[src/rtl/prog_rate_div_if.sv]
// Control and status bundle for the programmable rate divider:
// per-channel enables, the half-period load handshake and the divided outputs.
interface prog_rate_div_if #(
  parameter int NUM_CH = 4,
  parameter int CNT_W  = 32
);
  localparam int CH_W = (NUM_CH > 1) ? $clog2(NUM_CH) : 1;

  logic [NUM_CH-1:0] iEn;
  logic              iLoad_valid;
  logic [CH_W-1:0]   iLoad_ch;
  logic [CNT_W-1:0]  iLoad_half;
  logic              oLoad_ready;
  logic [NUM_CH-1:0] oClk;
  logic [NUM_CH-1:0] oTick;

  modport master (
    output iEn, iLoad_valid, iLoad_ch, iLoad_half,
    input  oLoad_ready, oClk, oTick
  );

  modport slave (
    input  iEn, iLoad_valid, iLoad_ch, iLoad_half,
    output oLoad_ready, oClk, oTick
  );
endinterface

[src/rtl/prog_rate_div.sv]
// Multi-channel programmable clock divider producing 50%-duty square waves and
// rising-edge ticks; new half-periods are swapped in only at level boundaries.
module prog_rate_div #(
  parameter int NUM_CH       = 4,
  parameter int CNT_W        = 32,
  parameter int DEFAULT_HALF = 50_000_000
) (
  input logic            iClk,
  input logic            iRSt_n,
  prog_rate_div_if.slave divBus
);
  localparam int CH_W = (NUM_CH > 1) ? $clog2(NUM_CH) : 1;
  localparam logic [CNT_W-1:0] ONE = CNT_W'(1);
  // A zero half-period is meaningless, so it is promoted to one cycle.
  localparam logic [CNT_W-1:0] RESET_HALF =
    (DEFAULT_HALF == 0) ? ONE : CNT_W'(DEFAULT_HALF);

  logic [CNT_W-1:0]  r_half [NUM_CH];
  logic [CNT_W-1:0]  r_cnt  [NUM_CH];
  logic [CNT_W-1:0]  r_pend [NUM_CH];
  logic [NUM_CH-1:0] r_pv;
  logic [NUM_CH-1:0] r_clk;
  logic [NUM_CH-1:0] r_tick;

  logic              w_ready;
  logic [NUM_CH-1:0] w_accept;
  logic [NUM_CH-1:0] w_bound;
  logic [CNT_W-1:0]  w_loadVal;

  // Out-of-range channel indices find no match and stay ready, so they are swallowed.
  always_comb begin
    w_ready   = 1'b1;
    w_accept  = '0;
    w_bound   = '0;
    w_loadVal = (divBus.iLoad_half == '0) ? ONE : divBus.iLoad_half;
    for (int i = 0; i < NUM_CH; i++) begin
      if (divBus.iLoad_ch == CH_W'(i)) begin
        w_ready = ~r_pv[i];
      end
    end
    for (int i = 0; i < NUM_CH; i++) begin
      w_accept[i] = divBus.iLoad_valid && w_ready && (divBus.iLoad_ch == CH_W'(i));
      w_bound[i]  = (r_cnt[i] >= (r_half[i] - ONE));
    end
  end

  always_ff @(posedge iClk or negedge iRSt_n) begin
    if (!iRSt_n) begin
      for (int i = 0; i < NUM_CH; i++) begin
        r_half[i] <= RESET_HALF;
        r_cnt[i]  <= '0;
        r_pend[i] <= '0;
      end
      r_pv   <= '0;
      r_clk  <= '0;
      r_tick <= '0;
    end else begin
      for (int i = 0; i < NUM_CH; i++) begin
        if (divBus.iEn[i]) begin
          if (w_bound[i]) begin
            r_cnt[i]  <= '0;
            r_clk[i]  <= ~r_clk[i];
            r_tick[i] <= ~r_clk[i];
            // Swapping only here keeps every level a whole number of old or new half-periods.
            if (r_pv[i]) begin
              r_half[i] <= r_pend[i];
              r_pv[i]   <= 1'b0;
            end
          end else begin
            r_cnt[i]  <= r_cnt[i] + ONE;
            r_tick[i] <= 1'b0;
          end
        end else begin
          r_cnt[i]  <= '0;
          r_clk[i]  <= 1'b0;
          r_tick[i] <= 1'b0;
          if (r_pv[i]) begin
            r_half[i] <= r_pend[i];
            r_pv[i]   <= 1'b0;
          end
        end
        // Accept only happens with pv low, so it never collides with the apply above.
        if (w_accept[i]) begin
          r_pend[i] <= w_loadVal;
          r_pv[i]   <= 1'b1;
        end
      end
    end
  end

  assign divBus.oLoad_ready = w_ready;
  assign divBus.oClk        = r_clk;
  assign divBus.oTick       = r_tick;
endmodule

[src/flat_wrapper.sv]
// flat-port wrapper written by rule: the top's interface ports become plain ports
module prog_rate_div_flat 
#(
  parameter int NUM_CH       = 4,
  parameter int CNT_W        = 32,
  parameter int DEFAULT_HALF = 50_000_000
)
  (iClk, iRSt_n, divBus_iEn, divBus_iLoad_valid, divBus_iLoad_ch, divBus_iLoad_half, divBus_oLoad_ready, divBus_oClk, divBus_oTick);
  prog_rate_div_if #(.NUM_CH(NUM_CH), .CNT_W(CNT_W)) divBus_i ();
  input logic iClk;
  input logic iRSt_n;
  input wire logic [$bits(divBus_i.iEn)-1:0] divBus_iEn;
  input wire logic [$bits(divBus_i.iLoad_valid)-1:0] divBus_iLoad_valid;
  input wire logic [$bits(divBus_i.iLoad_ch)-1:0] divBus_iLoad_ch;
  input wire logic [$bits(divBus_i.iLoad_half)-1:0] divBus_iLoad_half;
  output wire logic [$bits(divBus_i.oLoad_ready)-1:0] divBus_oLoad_ready;
  output wire logic [$bits(divBus_i.oClk)-1:0] divBus_oClk;
  output wire logic [$bits(divBus_i.oTick)-1:0] divBus_oTick;
  assign divBus_i.iEn = divBus_iEn;
  assign divBus_i.iLoad_valid = divBus_iLoad_valid;
  assign divBus_i.iLoad_ch = divBus_iLoad_ch;
  assign divBus_i.iLoad_half = divBus_iLoad_half;
  assign divBus_oLoad_ready = divBus_i.oLoad_ready;
  assign divBus_oClk = divBus_i.oClk;
  assign divBus_oTick = divBus_i.oTick;
  prog_rate_div #(.NUM_CH(NUM_CH), .CNT_W(CNT_W), .DEFAULT_HALF(DEFAULT_HALF)) u_core (.iClk(iClk), .iRSt_n(iRSt_n), .divBus(divBus_i));
endmodule
[config.mk]
export PLATFORM = sky130hd
export DESIGN_NAME = prog_rate_div_flat
export DESIGN_NICKNAME = d
export VERILOG_FILES = /design/src/rtl/prog_rate_div_if.sv /design/src/rtl/prog_rate_div.sv /design/src/flat_wrapper.sv
export SDC_FILE = /design/constraint.sdc
export NUM_CORES = 1
export LEC_CHECK = 0
export BUFFER_PORTS_ARGS = -buffer_cell sky130_fd_sc_hd__buf_2
export CAP_MARGIN = 20
export CORE_ASPECT_RATIO = 0.7
export CORE_MARGIN = 1
export CORE_UTILIZATION = 46
export CTS_CLUSTER_DIAMETER = 50
export DETAILED_ROUTE_END_ITERATION = 12
export GPL_ROUTABILITY_DRIVEN = 0
export PLACE_DENSITY = 0.74
export SLEW_MARGIN = 30
export SYNTH_ARGS = -nofsm -noshare
export SYNTH_HDL_FRONTEND = slang
export SYNTH_SLANG_ARGS = --single-unit
[constraint.sdc]
create_clock -name iClk -period 9.1 [get_ports iClk]
set_input_delay 1.82 -clock iClk [delete_from_list [all_inputs] [get_ports iClk]]
set_output_delay 1.82 -clock iClk [all_outputs]
set_load 0.005 [all_outputs]
After elaboration in Yosys (flattened, before gate mapping)
Index checks and enable logic that the tools add are counted.

Reductions and logical operators: 7. Bitwise operators: 8. $lt $le $gt $ge: 4. Muxes and demuxes: 53. $add $sub $neg: 8. Eq/ne operators: 11.

Operator list (number): 32-bit two-way mux (21); 32-bit by 1-bit adder with 32-bit output, second input constant (4); 32-bit greater-or-equal comparator (4); 32-bit by 1-bit subtractor with 32-bit output, second input constant (4); 32-bit logical NOT (1); 1-bit two-way mux (32); 3-bit by 1-bit inequality test with 1-bit output, second input constant (4); 2-bit by 1-bit inequality test with 1-bit output, second input constant (4); 1-bit NOT (8); 1-bit logical AND (5); 2-bit == test, second input constant (2); 2-bit by 1-bit == test with 1-bit output, second input constant (1); 2-bit logical NOT (1).

Register bits after elaboration: 396. Word-level logic and storage cells: 112. Output and inout port bits: 9.

Longest topological paths before layout
Gate-level depths: netlist of the first run.

Depth after elaboration: 8. Mapped depth: 17. Mapped depth without buffers: 15.

Worst setup path before layout of the first run
No wires, ideal clock.

Path kind: flip-flop to flip-flop. Start point: reg u_core.r_half[11] (netlist bit). End point: reg u_core.r_half[10] (netlist bit). Slack: 4.381 ns. Period minus slack after synthesis: 4.719 ns. Data arrival time: 4.594 ns. Library setup time: 0.125 ns. Buffers on the path: 2. Stages on the path, launching flop included: 15. Required time: 8.975 ns. Cell sequence: dfrtp_1 > or4_4 > or3_1 > or4_1 > buf_2 > or4_1 > xor2_1 > ha_1 > nand4_1 > nor3_1 > a221o_1 > or2_2 > o31ai_1 > buf_2 > mux2_2.

Cells in the longest elaborated chain, start to end: 3.

Ends and longest elaborated chain: start, declared (RTL line prog_rate_div.sv:18) `logic [CNT_W-1:0] r_half [NUM_CH];`; start signal, assigned by index (RTL line prog_rate_div.sv:66) `r_half[i] <= r_pend[i];`; start signal, assigned by index (RTL line prog_rate_div.sv:78) `r_half[i] <= r_pend[i];`; 32-bit by 1-bit subtractor with 32-bit output (RTL line prog_rate_div.sv:43) `w_bound[i] = (r_cnt[i] >= (r_half[i] - ONE));`; 32-bit greater-or-equal comparator (RTL line prog_rate_div.sv:43); 2-bit by 1-bit inequality test with 1-bit output (no source line).

Every way passes these cells. A chain may end at the register's enable or synchronous reset.

Worst setup path after layout of the first run
Start point: reg u_core.r_half[114] (netlist bit). End point: reg u_core.r_half[101] (netlist bit).

The elaborated chain is that of the path after synthesis.

==> flow_metrics.tcl, run 1 <==
set metrics [dict create \
    synth-edff-count 0 \
    maxCapViolations 0 \
    worst_hold_path_type "reg -> reg" \
    fin_area_um2 23700 \
    root_buffer "clkbuf_16" \
    drive_gt1_frac 0.203 \
    synth.distinct_cells 60 \
    p_comb_frac 0.215 \
    multi_input_area_um2 11200 \
    rsz0062_at_grt "false" \
    clockPowerShare 0.308 \
    period_share 0.599 \
    row_count 65 \
    cellPowerDensity_nw_per_um2 224 \
    coreArea_um2 45500 \
    numCtsBuffers 39 \
    hold_buffers 0 \
    wl_per_cell_um 18.4 \
    ant_nets 0 \
    grt_pass1_wl_um 80400 \
    synthCells 1985 \
    setup_viol 0 \
    critPathKind "reg -> reg" \
    place_ws_ns 3.76 \
    grt_max_degree 177 \
    htree_num_levels 2 \
    post-cts-setup-buffers 0 \
    synth_ff_type "dfrtp_1" \
    port_buffers 49 \
    synth_seq_cells 396 \
    dieArea_um2 47400 \
    clk_pin_slew_ns 0.07 \
    grtUsageTotal 0.211 \
    drcViolationCount 0 \
    synth_seq_area_share 0.466 \
    outcome "finished clean" \
    start_kind "flip-flop" \
    avgViaCountPerCell 5.70 \
    die_h_um 182 \
    gr-total-overflow 0 \
    wl_um 49100 \
    fin_skew_ns 0.0197 \
    antenna_found_initial 4 \
    mappedNetlistNets 2162 \
    final_cell_mix "dfrtp_1 (348), nor2_1 (222), mux2_2 (216)" \
    crit_required_ns 9.54 \
    leakage_nw 9.87 \
    period_needed_ns 5.45 \
    slew_viol_final 0 \
    slew_headroom 0.421 \
    drt_pass1_iterations 5 \
    syn_area_per_cell_um2 10.8 \
    diodes 0 \
    cp.arrival_ns 5.89 \
    synthArstFlopShare 1.00 \
    numClockSinks 396 \
    clock.fmax_ghz 0.183 \
    initial_core_util 0.471 \
    tns_ns 0 \
    crit_path_max_fanout 32 \
    nNetsFinal 2205 \
    cts_tree "yes" \
    yosys_warnings 0 \
    area_growth_pct 10.7 \
    cts-resized-gates 0 \
    power_frac_seq 0.477 \
    syn_area_um2 21400 \
    grt_pass1_vias 15500 \
    setup_slack_ns 3.65 \
    seq_area_um2 9970 \
    p_sw_mw 1.61 \
    cp-end-kind "flip-flop" \
    ir_worst_vdd_v 0.000158 \
    clk-insertion-delay-late_ns 0.56 \
    worst_slew_pin_slew_ns 0.862 \
    fillers 3877 \
    final_common_cell "dfrtp_1" \
    vias 15200 \
    die_w_um 260 \
    dp_hpwl_um 34800 \
    place_area_um2 22400 \
    io_pins 50 \
    hold_viol 0 \
    internal_power_mw 3.70 \
    p_sw_frac 0.304 \
    drtIter0Drc 1234 \
    clock_tree.buffer_depth 3 \
]
[worst max-delay path, stage by stage (launching register included)]
cell and delay (ns):
dfrtp_1 0.41, or4_1 0.60, or4_1 0.48, nor4_1 0.37, nand3_1 0.35, nor4_1 0.39
xnor2_1 0.11, ha_1 0.30, nand4_1 0.19, nor4_1 0.74, nand2_1 0.18, o2bb2ai_1 0.48
o31ai_4 0.08, buf_4 0.29, mux2_2 0.34
[per-layer routing]
layer,wire (um),global-route usage,share of wire,vias to the layer above
li1,-,-,-,7169
met1,22300,0.286,0.46,7568
met2,22400,0.334,0.46,346
met3,3360,0.0596,0.069,79
met4,875,0.0480,0.018,3
met5,103,0.0165,0.0021,-
[synth_stat cells (3+ instances only)]
master	number	area [um^2]
a211oi_1	4	30.0
a21o_1	4	30.0
a21oi_1	52	260
a221o_1	4	40.0
and2_1	9	56.3
and3_1	27	169
and4_1	9	78.8
buf_1	3	11.3
buf_2	10	50.1
clkbuf_1	52	195
dfrtp_1	348	8710
dfstp_2	48	1260
ha_1	136	1700
inv_1	25	93.8
mux2_1	4	45.0
mux2_2	216	2430
nand2_1	154	578
nand2b_1	38	238
nand3_1	46	230
nand3b_1	4	30.0
nand4_1	54	338
nor2_1	223	837
nor2b_1	5	31.3
nor3_1	62	310
nor3b_1	3	22.5
nor4_1	34	213
o2111ai_1	32	280
o211ai_1	34	255
o21a_1	7	52.6
o21ai_0	24	120
o21bai_1	3	22.5
o2bb2ai_1	5	43.8
or2_2	5	31.3
or3_1	19	119
or4_1	16	120
xnor2_1	132	1160
xor2_1	105	920
[stage by stage]
step	utilization	cells	total power, mW	hold slack (ns)
2_1_floorplan	-	1985	3.32	0.446
3_3_place_gp	0.492	2588	3.59	0.462
3_5_place_dp	0.493	2589	3.69	0.475
4_1_cts	0.520	2660	5.35	0.484
5_1_grt	0.521	2661	5.60	0.502
6_report	0.521	2661	5.31	0.478
[kinds of logic (layout without fill, tap and decap cells)]
group,Yosys count,after routing,share of synthesized area
multiplexers,222,222,0.117
XOR/XNOR,237,237,0.0970
AO/OA/AOI/OAI,185,185,0.0597
flip-flops,396,396,0.466
buffers and inverters,90,163,0.0164
AND/OR/NAND/NOR,719,719,0.164
adder cells (fa/ha/maj),136,136,0.0795
[sequential cells by signal (all words and copies together), names as in the netlist]
signal	cells
u_core.r_pv	4
u_core.divBus.oClk	4
u_core.divBus.oTick	4
u_core.r_pend	128
u_core.r_half	128
u_core.r_cnt	128
[path summary, 6_finish.rpt]
check                                             startpoint  slack, ns  cells after the start                          endpoint
setup reg to reg              u_core.r_half[114]$_DFFE_PN0P_       3.65                     14    u_core.r_half[101]$_DFFE_PN0P_
setup / recovery              u_core.r_half[114]$_DFFE_PN0P_       3.65                     14    u_core.r_half[101]$_DFFE_PN0P_
min in group asynchronous                             iRSt_n       1.22                      1         u_core.r_cnt[7]$_DFF_PN0_
hold / removal             u_core.divBus.oClk[0]$_DFFE_PN0P_       0.48                      1  u_core.divBus.oTick[0]$_DFF_PN0_
max in group asynchronous                             iRSt_n       6.49                      3     u_core.r_half[57]$_DFFE_PN1P_
hold reg to reg            u_core.divBus.oClk[0]$_DFFE_PN0P_       0.48                      1  u_core.divBus.oTick[0]$_DFF_PN0_
[power by group through the flow]
stage               Combinational, mW  Clock, mW  Sequential, mW
floorplan                       0.881          0            2.44
global placement                 1.06          0            2.53
detailed placement               1.13          0            2.56
CTS                              1.15       1.67            2.53
global route                     1.28       1.74            2.58
finish                           1.14       1.63            2.53
[final cells by class]
class	instances	share of cell area
multi-input cells	1499	0.471
flip-flops and latches	396	0.421
clock buffers	54	0.0470
well taps	603	0.0318
repair buffers	67	0.0190
clock inverters	17	0.00655
inverters	25	0.00396
Note: power is estimated with default switching activity, not from simulation.
==> inputs of run 2 (changes only) <==
--- a/config.mk
+++ b/config.mk
@@ -13,7 +13,7 @@
 export CTS_CLUSTER_DIAMETER = 50
 export DETAILED_ROUTE_END_ITERATION = 12
 export GPL_ROUTABILITY_DRIVEN = 0
-export PLACE_DENSITY = 0.74
+export PLACE_DENSITY = 0.76
 export SLEW_MARGIN = 30
 export SYNTH_ARGS = -nofsm -noshare
 export SYNTH_HDL_FRONTEND = slang
==> constraint.sdc (replaced) <==
create_clock -name iClk -period 5 [get_ports iClk]
set_input_delay 1 -clock iClk [delete_from_list [all_inputs] [get_ports iClk]]
set_output_delay 1 -clock iClk [all_outputs]
set_load 0.005 [all_outputs]
==> run 2 against run 1 <==
Against the previous run: total power grew 85%; routed wire length is 0.98% higher; first-iteration DRC count rose by 0.65%; cell count up 0.75%; count of clock-buffer cells in the layout increased by 5; fmax up 14%; sequential power up 83%; combinational power up 87%; global-route usage increased by 0.31 points; cell area is 1.0% higher; clock skew shrank 0.0044 ns; hold slack worse by 0.13 ns.
==> flow_metrics.tcl, run 2 (synthesis results as in run 1) <==
set metrics [dict create \
    fin_area_um2 23900 \
    slew_viol_final 0 \
    wl_um 49600 \
    cts-resized-gates 0 \
    fin_skew_ns 0.0153 \
    numClockSinks 396 \
    clk_pin_slew_ns 0.06 \
    leakage_nw 10.0 \
    grt_pass1_vias 15700 \
    drcViolationCount 0 \
    initial_core_util 0.471 \
    dieArea_um2 47400 \
    grt_max_degree 130 \
    cp.arrival_ns 5.20 \
    ant_nets 0 \
    coreArea_um2 45500 \
    row_count 65 \
    tns_ns 0 \
    antenna_found_initial 5 \
    root_buffer "clkbuf_16" \
    io_pins 50 \
    final_cell_mix "dfrtp_1 (348), nor2_1 (222), mux2_2 (216)" \
    hold_viol 0 \
    nNetsFinal 2223 \
    clk-insertion-delay-late_ns 0.53 \
    grt_pass1_wl_um 82300 \
    critPathKind "reg -> reg" \
    outcome "finished clean" \
    drive_gt1_frac 0.209 \
    final_common_cell "dfrtp_1" \
    power_mw 9.81 \
    die_w_um 260 \
    die_h_um 182 \
    area_growth_pct 11.9 \
    rsz0062_at_grt "false" \
    worst_slew_pin_slew_ns 0.751 \
    cts_tree "yes" \
    hold_buffers 0 \
    place_area_um2 22600 \
    numCtsBuffers 39 \
    cp-end-kind "flip-flop" \
    crit_required_ns 5.42 \
    largestRegisters "u_core.r_cnt: 128 flops, u_core.r_half: 128 flops, u_core.r_pend: 128 flops" \
    post-cts-setup-buffers 0 \
    period_share 0.956 \
    clock_tree.buffer_depth 3 \
    htree_num_levels 2 \
    r2r_cells 13 \
    avgViaCountPerCell 5.74 \
    worst_hold_path_type "in -> async" \
    start_kind "flip-flop" \
    cellPowerDensity_nw_per_um2 409 \
    dp_hpwl_um 35500 \
    drtIter0Drc 1242 \
    setup_viol 0 \
    crit_path_max_fanout 32 \
    drt_pass1_iterations 7 \
    maxCapViolations 0 \
    clock.fmax_ghz 0.209 \
    period_needed_ns 4.78 \
    slew_headroom 0.496 \
    grtUsageTotal 0.214 \
    ir_worst_vdd_v 0.000323 \
    port_buffers 49 \
    vias 15400 \
    wl_per_cell_um 18.5 \
    gr-total-overflow 0 \
]
run 2: changes by cell type in the layout (fill, tap and decap cells not counted), moves of 3 or more:
cell      delta
clkbuf_8     +4
inv_6        -3
clkinv_2     -4
buf_4       +17
buf_12       +4
run 2: layout make-up:
| type | instances | area, um^2 |
|---|---|---|
| fill | 3851 | 21500 |
| multi-input combinational | 1499 | 11200 |
| sequential | 396 | 9970 |
| clock buffer | 59 | 1170 |
| tap | 603 | 754 |
| timing repair buffer | 85 | 608 |
| clock inverter | 12 | 155 |
| inverter | 25 | 93.8 |
| antenna | 2 | 5.00 |
run 2: where the power goes:
part | total [mW] | switching (mW) | internal, mW
Clock | 3.06 | 1.27 | 1.79
Combinational | 2.13 | 1.02 | 1.11
Sequential | 4.62 | 0.659 | 3.96
Total | 9.81 | 2.95 | 6.86
run 2: critical path: stages (launching register included):
cell and delay, ns:
dfrtp_1 0.45, or4_4 0.52, or3_1 0.35, or4_1 0.47, or4_1 0.55, xor2_1 0.17, ha_1 0.30, nand4_1 0.15
nor4_1 0.55, nand2_1 0.15, o2bb2ai_1 0.41, o31ai_4 0.10, buf_12 0.18, mux2_2 0.29
run 2: per-layer routing:
metal / vias to the layer above / GRT usage / wire [um]
met3: 81 / 0.0547 / 3440
met4: 2 / 0.0402 / 889
met1: 7736 / 0.297 / 22600
li1: 7203 / - / -
met5: - / 0.0175 / 102
met2: 375 / 0.339 / 22500
run 2: final timing paths:
path | from | to | slack [ns]
max | u_core.r_half[11]$_DFFE_PN0P_ | u_core.r_half[30]$_DFFE_PN0P_ | 0.22
min | iRSt_n | u_core.r_cnt[7]$_DFF_PN0_ | 0.35
max reg2reg | u_core.r_half[11]$_DFFE_PN0P_ | u_core.r_half[30]$_DFFE_PN0P_ | 0.22
min reg2reg | u_core.r_pend[0]$_DFFE_PN0P_ | u_core.r_pend[0]$_DFFE_PN0P_ | 0.48
max in group asynchronous | iRSt_n | u_core.r_half[118]$_DFFE_PN1P_ | 3.42
min in group iClk | u_core.r_pend[0]$_DFFE_PN0P_ | u_core.r_pend[0]$_DFFE_PN0P_ | 0.48
run 2: per-stage QoR:
stage | instances | util | setup slack, ns | hold slack (ns)
global route | 2680 | 0.527 | 0.0148 | 0.351
detailed placement | 2607 | 0.496 | 0.205 | 0.475
floorplan | 1985 | - | 0.281 | 0.446
CTS | 2678 | 0.525 | 0.180 | 0.488
global placement | 2607 | 0.496 | 0.333 | 0.467
finish | 2681 | 0.527 | 0.218 | 0.346
